### src/rtl/dma_write_block.sv
// -----------------------------------------------------------------------------
// dma_write_block
//   Write side of the DMA engine. Write commands {bytes, addr} are queued in a
//   small command FIFO. Each command is turned into one or more AVMM write
//   bursts of at most MAX_BURST 256-bit beats. Beats are taken from a show-ahead
//   data FIFO. A one-cycle done pulse marks the acceptance of a command's final
//   beat.
//
//   Ports
//     clk, reset                    single clock, synchronous active-high reset
//     dma_wr_fifo_command_req_i     push a command {bytes_to_transfer, addr}
//     dma_wr_bytes_to_transfer_i    transfer length in bytes
//     dma_wr_addr_i                 destination byte address (bits [4:0] ignored)
//     dma_wr_fifo_full_o            command FIFO full (registered)
//     dma_wr_data_i / _empty_i      data FIFO head (show-ahead) and empty flag
//     dma_wr_data_rdreq_o           data FIFO pop, one per accepted beat
//     wr_master_*                   AVMM write master (addr, bcount, write,
//                                   data, byteen, wait_req)
//     dma_wr_done_o                 one-cycle pulse per completed command
//
//   Optional build macro DMA_WR_STALL_CNT_EN adds wr_stall_cycles_o, a
//   saturating count of cycles with write_o high and wait_req_i high.
// -----------------------------------------------------------------------------
module dma_write_block #(
    parameter int CMD_FIFO_DEPTH = 32,
    parameter int MAX_BURST      = 1024
) (
    input  logic         clk,
    input  logic         reset,
    input  logic         dma_wr_fifo_command_req_i,
    input  logic [15:0]  dma_wr_bytes_to_transfer_i,
    input  logic [31:0]  dma_wr_addr_i,
    output logic         dma_wr_fifo_full_o,
    input  logic [255:0] dma_wr_data_i,
    input  logic         dma_wr_data_empty_i,
    output logic         dma_wr_data_rdreq_o,
    output logic [31:0]  wr_master_addr_o,
    output logic [10:0]  wr_master_bcount_o,
    output logic         wr_master_write_o,
    output logic [255:0] wr_master_data_o,
    output logic [31:0]  wr_master_byteen_o,
    input  logic         wr_master_wait_req_i,
    output logic         dma_wr_done_o
`ifdef DMA_WR_STALL_CNT_EN
    ,
    output logic [31:0]  wr_stall_cycles_o
`endif
);

    localparam int             AW          = $clog2(CMD_FIFO_DEPTH);
    localparam logic [AW:0]    DEPTH_W     = CMD_FIFO_DEPTH[AW:0];
    localparam logic [11:0]    MAX_BURST_W = 12'(MAX_BURST);

    typedef enum logic [2:0] {
        S_IDLE,
        S_LD_CMD,
        S_SETUP,
        S_WRITE,
        S_DONE
    } state_e;

    // ---------------- command FIFO ----------------
    logic [47:0]   cmd_mem [CMD_FIFO_DEPTH];
    logic [AW-1:0] wr_ptr_q, rd_ptr_q;
    logic [AW:0]   count_q, count_d;
    logic          full_q;
    logic          cmd_push, cmd_pop, cmd_empty;
    logic [47:0]   cmd_head;

    assign cmd_push  = dma_wr_fifo_command_req_i & ~full_q;
    assign cmd_empty = (count_q == '0);
    assign cmd_head  = cmd_mem[rd_ptr_q];
    assign count_d   = count_q + {{AW{1'b0}}, cmd_push} - {{AW{1'b0}}, cmd_pop};

    // NOTE: the storage array has no reset; flushing is done by clearing the
    // pointers and count, which keeps the array a plain RAM.
    always_ff @(posedge clk) begin
        if (cmd_push) begin
            cmd_mem[wr_ptr_q] <= {dma_wr_bytes_to_transfer_i, dma_wr_addr_i};
        end
    end

    // ---------------- burst engine ----------------
    state_e       state_q, state_d;
    logic [31:0]  cur_addr_q, cur_addr_d;      // start address of the next burst
    logic [11:0]  remaining_q, remaining_d;    // beats not yet assigned to a burst
    logic [4:0]   tail_q, tail_d;
    logic [31:0]  burst_addr_q, burst_addr_d;
    logic [10:0]  burst_len_q, burst_len_d;
    logic [10:0]  beat_cnt_q, beat_cnt_d;      // beats accepted in current burst

    logic         write_req, beat_accept, last_beat, final_beat;
    logic [10:0]  burst_sel;

    assign write_req   = (state_q == S_WRITE) & ~dma_wr_data_empty_i;
    assign beat_accept = write_req & ~wr_master_wait_req_i;
    assign last_beat   = (beat_cnt_q == burst_len_q - 11'd1);
    assign final_beat  = last_beat & (remaining_q == 12'd0);
    assign burst_sel   = (remaining_q > MAX_BURST_W) ? MAX_BURST_W[10:0] : remaining_q[10:0];
    assign cmd_pop     = (state_q == S_LD_CMD);

    // NOTE: every signal assigned here gets a default first, so no path leaves
    // a value unassigned and no latch is inferred.
    always_comb begin
        state_d      = state_q;
        cur_addr_d   = cur_addr_q;
        remaining_d  = remaining_q;
        tail_d       = tail_q;
        burst_addr_d = burst_addr_q;
        burst_len_d  = burst_len_q;
        beat_cnt_d   = beat_cnt_q;

        unique case (state_q)
            S_IDLE: begin
                if (!cmd_empty) state_d = S_LD_CMD;
            end
            S_LD_CMD: begin
                // A partial trailing beat still costs a full beat.
                remaining_d = {1'b0, cmd_head[47:37]} + {11'd0, |cmd_head[36:32]};
                tail_d      = cmd_head[36:32];
                cur_addr_d  = cmd_head[31:0] & 32'hFFFF_FFE0;
                state_d     = S_SETUP;
            end
            S_SETUP: begin
                if (remaining_q == 12'd0) begin
                    state_d = S_DONE;
                end else begin
                    burst_addr_d = cur_addr_q;
                    burst_len_d  = burst_sel;
                    cur_addr_d   = cur_addr_q + {16'd0, burst_sel, 5'd0};
                    remaining_d  = remaining_q - {1'b0, burst_sel};
                    beat_cnt_d   = 11'd0;
                    state_d      = S_WRITE;
                end
            end
            S_WRITE: begin
                if (beat_accept) begin
                    if (last_beat) begin
                        state_d = (remaining_q != 12'd0) ? S_SETUP : S_DONE;
                    end else begin
                        beat_cnt_d = beat_cnt_q + 11'd1;
                    end
                end
            end
            S_DONE: begin
                state_d = S_IDLE;
            end
            default: state_d = S_IDLE;
        endcase
    end

    // NOTE: all state below is updated with non-blocking assignments so every
    // register samples the pre-edge values of the others.
    always_ff @(posedge clk) begin
        if (reset) begin
            state_q      <= S_IDLE;
            wr_ptr_q     <= '0;
            rd_ptr_q     <= '0;
            count_q      <= '0;
            full_q       <= 1'b0;
            cur_addr_q   <= '0;
            remaining_q  <= '0;
            tail_q       <= '0;
            burst_addr_q <= '0;
            burst_len_q  <= '0;
            beat_cnt_q   <= '0;
        end else begin
            state_q      <= state_d;
            if (cmd_push) wr_ptr_q <= wr_ptr_q + 1'b1;
            if (cmd_pop)  rd_ptr_q <= rd_ptr_q + 1'b1;
            count_q      <= count_d;
            full_q       <= (count_d == DEPTH_W);
            cur_addr_q   <= cur_addr_d;
            remaining_q  <= remaining_d;
            tail_q       <= tail_d;
            burst_addr_q <= burst_addr_d;
            burst_len_q  <= burst_len_d;
            beat_cnt_q   <= beat_cnt_d;
        end
    end

    // ---------------- outputs ----------------
    assign dma_wr_fifo_full_o  = full_q;
    assign dma_wr_data_rdreq_o = beat_accept;
    assign wr_master_write_o   = write_req;
    assign wr_master_addr_o    = burst_addr_q;
    assign wr_master_bcount_o  = burst_len_q;
    assign wr_master_data_o    = write_req ? dma_wr_data_i : '0;
    assign dma_wr_done_o       = (state_q == S_DONE);

    always_comb begin
        wr_master_byteen_o = 32'd0;
        if (write_req) begin
            if (final_beat && (tail_q != 5'd0)) wr_master_byteen_o = ~(32'hFFFF_FFFF << tail_q);
            else                                wr_master_byteen_o = 32'hFFFF_FFFF;
        end
    end

`ifdef DMA_WR_STALL_CNT_EN
    logic [31:0] stall_cnt_q;

    always_ff @(posedge clk) begin
        if (reset) begin
            stall_cnt_q <= '0;
        end else if (write_req && wr_master_wait_req_i && (stall_cnt_q != 32'hFFFF_FFFF)) begin
            stall_cnt_q <= stall_cnt_q + 32'd1;
        end
    end

    assign wr_stall_cycles_o = stall_cnt_q;
`endif

endmodule
### config.mk
export PLATFORM = sky130hd
export DESIGN_NAME = dma_write_block
export DESIGN_NICKNAME = d
export VERILOG_FILES = /design/src/rtl/dma_write_block.sv
export SDC_FILE = /design/constraint.sdc
export NUM_CORES = 2
export LEC_CHECK = 0
export CORE_UTILIZATION = 63
export CTS_BUF_LIST = sky130_fd_sc_hd__clkbuf_2
export CTS_CLUSTER_DIAMETER = 100
export DETAILED_ROUTE_END_ITERATION = 10
export MAX_ROUTING_LAYER = met4
export PLACE_DENSITY = 0.94
export SYNTH_ARGS = -nofsm -noshare
export SYNTH_HDL_FRONTEND = slang
export SYNTH_SLANG_ARGS = --single-unit
### constraint.sdc
create_clock -name clk -period 13.5 [get_ports clk]
set_input_delay 2.025 -clock clk [delete_from_list [all_inputs] [get_ports clk]]
set_output_delay 2.025 -clock clk [all_outputs]
set_load 0.05 [all_outputs]
==> out/metrics.csv <==
stage,metric,value,unit
outcome,outcome,"finished, violations left",
outcome,failed_checks,DRC,
die,ios,644,
setup_path,crit_slowest_cell,buf_4,
die,die_h,314,microns
sta,drv_slew,0,
global_route,grt_usage,47.7,%
place,dp_hpwl,149,mm
drt,antenna_left,0,
synthesis,synth_cell_types,101,
synthesis,synth_area_per_cell,18.6,sq um
drt,wirelength,238,mm
sta,layout_min_cycle_time,8.00,ns
place,portBuffers,633,
synthesis,synth_area,61200,sq um
place,place_inst,5058,
drt,via_count,40700,
synthesis,syn_inst,3292,
clock_network,cts_buffer_depth,4,
synthesis,yosys.area_share.simple,6.42,%
setup_path,path_cells,nand3b_1 -> or2_2 -> inv_6 -> buf_4 -> and2_1 -> clkdlybuf4s50_1,
sta,clock.fmax,0.125,GHz
setup_path,slowest_delay,0.93,ns
cells_and_area,fillers,5186,
clock_network,cts_resized,0,
sta,setup_tns,0,ns
die,dieWidth,314,microns
setup_path,end_kind,output port,
die,die_area,98300,sq um
setup_path,required,11.48,ns
global_route,grt_max_degree,155,
synthesis,synthAdderAreaFrac,0.659,%
drt,post_drt_via_cell_ratio,6.99,
drt,drc_errors,1,
die,core,95600,sq um
sta,setup_violations,0,
die,row_count,113,
sta,max-slew-margin-rel,4.54,%
place,place_congestion,1.03,
cells_and_area,final_cells,5825,
global_route,grt_pass1_wl,304,mm
sta,hold_viol_final,0,
sta,timing.final.crit_share,59.3,%
synthesis,yosys.area.top_type_share,67.6,%
cells_and_area,layout-drive-gt1-share,24.1,%
setup_path,startpoint_type,flip-flop,
drt,drtIter0Drc,7127,
clock_network,cts_setup_buffers,0,
synthesis,ys_seq_area_share,71.4,%
clock_network,cts-buffers-inserted,360,
global_route,antenna_found_initial,85,
clock_network,clk_latency,1.62,ns
cells_and_area,fin_nets,4495,
global_route,grt-ovfl-total,0,
global_route,grt_pass1_vias,38200,
synthesis,ys_dominant_reg_cell,edfxtp_1,
synthesis,yosysTopAreaCell,edfxtp_1,
clock_network,holdBufCountCts,0,
setup_path,critPathKind,reg -> out,
clock_network,cts_tree,yes,
setup_path,crit_buf_inv,3,
synthesis,synth_compound_area_share,3.23,%
sta,rsz0062_at_grt,no,
hold_path,hold_path.class,reg -> reg,
synthesis,ys_top_cells_by_count,"1376 x edfxtp_1, 371 x mux4_2, 271 x and2_1, 147 x nand2_1, 126 x a21oi_1",
clock_network,cts.sinks,1494,
flow_run,cap_viol_max_count,0,
power_and_ir_drop,ir_drop,0.115,mV
clock_network,cts-root-buf,clkbuf_2,
die,start_util,64.0,%
synthesis,synth-edff-count,1376,
clock_network,clkSlewWorstSetupHoldPaths,0.12,ns
cells_and_area,area_growth,18.1,%
synthesis,ys_async_sr_fraction,0,%
synthesis,synth.most_common_cell,edfxtp_1,
power_and_ir_drop,power_per_cell_area,150,nW/um^2
power_and_ir_drop,p_leak,23.4,nW
sta,clock_skew,0.161,ns
synthesis,synth_top_family_by_area,multiplexers,
setup_path,arrival,5.98,ns
synthesis,yosysWarnings,0,
drt,wl_per_cell,40.8,microns
drt,drtPass1Iterations,11,
synthesis,synthXorXnorAreaFrac,0.559,%
clock_network,htreeDepth,5,
synthesis,synth.top_cells.by_area,"edfxtp_1 68%, mux4_2 14%, dfxtp_1 3.9%",
sta,tightest_slew,1.43,ns
synthesis,synthMuxAreaShare,15.8,%
setup_path,cp_max_fo,154,
synthesis,ys_ff_latch,1494,
setup_path,cp_top_family,buffers and inverters,
## registers in the layout, summed over array words and instances (netlist names), named ones only
signal              cells
wr_master_addr_o       27
rd_ptr_q                5
wr_master_bcount_o     11
state_q                 3
dma_wr_fifo_full_o      1
wr_ptr_q                5
cmd_mem              1376
count_q                 6
remaining_q            12
tail_q                  5
cur_addr_q             27
beat_cnt_q             11
## power breakdown
group / switching, mW / internal [mW] / total [mW]
clock: 1.90 / 1.07 / 2.97
combinational: 1.53 / 0.995 / 2.53
sequential: 0.168 / 5.19 / 5.35
## layout make-up
cell class	instances	area (sq um)	area share, %
Sequential cell	1494	43700	60.5
Multi-Input combinational cell	1576	16600	22.9
Timing Repair Buffer	693	6810	9.43
Clock buffer	521	2610	3.61
Tap cell	1265	1580	2.19
Clock inverter	101	464	0.643
Antenna cell	145	363	0.503
Inverter	30	119	0.165
## final timing paths
check	slack [ns]	depth (start not counted)	from	end
worst min-delay path	0.46	2	wr_master_addr_o[11]$_SDFFE_PP0P_	wr_master_addr_o[11]$_SDFFE_PP0P_
worst max-delay path	5.50	6	state_q[2]$_SDFFE_PP0P_	wr_master_data_o[229]
worst min register to register	0.46	2	wr_master_addr_o[11]$_SDFFE_PP0P_	wr_master_addr_o[11]$_SDFFE_PP0P_
worst max register to register	7.31	12	flip-flop	remaining_q[4]$_SDFFE_PP0P_
## routing by layer
layer / track usage [%] / vias to the layer above / share of wire [%] / wire [microns]
met2: 71.9 / 4668 / 46 / 110000
met4: 30.3 / 0 / 9.0 / 21500
met1: 53.8 / 19500 / 29 / 68000
met3: 17.8 / 1220 / 16 / 38600
li1: - / 15300 / - / -
met5: - / - / 0 / 0
## logic make-up (layout without fill, tap and decap cells)
group | after synthesis | count (layout)
compound gates | 299 | 299
xor+xnor | 39 | 39
fa+ha+maj | 31 | 31
buf+inv | 226 | 1345
flops | 1494 | 1494
mux | 486 | 486
other cells | 2 | 151
simple gates | 715 | 715
## cell usage in the layout, fill, tap and decap left out, drive strengths merged, types with 16 or more instances in the layout
cell type / count
clkdlybuf4s50: 632
a22oi: 27
nor3: 18
mux4: 380
edfxtp: 1376
and2: 273
o21ai: 38
nand3: 47
buf: 61
mux2i: 103
nor2: 124
xor2: 20
xnor2: 19
nand2: 148
clkinv: 93
inv: 34
ha: 29
dfxtp: 118
clkbuf: 521
a21oi: 128
nand4: 16
diode: 145
## tightest hold or removal path: cells and delay by family, from the launching register on
family	cells	cell delay [ns]
and+or+nand+nor	1	0.05
DFF	1	0.32
AOI/OAI and AO/OA	1	0.05
## stage by stage
step / total power, mW / util, % / hold slack (ns) / cell area (sq um) / worst slack, ns
after floorplan: 7.02 / - / 0.434 / 61200 / 7.16
after global placement: 7.74 / 72.0 / 0.444 / 68800 / 5.88
after detailed placement: 7.85 / 72.0 / 0.450 / 68800 / 5.78
after CTS: 10.7 / 75.2 / 0.463 / 71800 / 5.53
after global routing: 11.1 / 75.5 / 0.492 / 72200 / 5.35
final: 10.9 / 75.5 / 0.462 / 72200 / 5.50
Power figures use the tool's default switching activity.
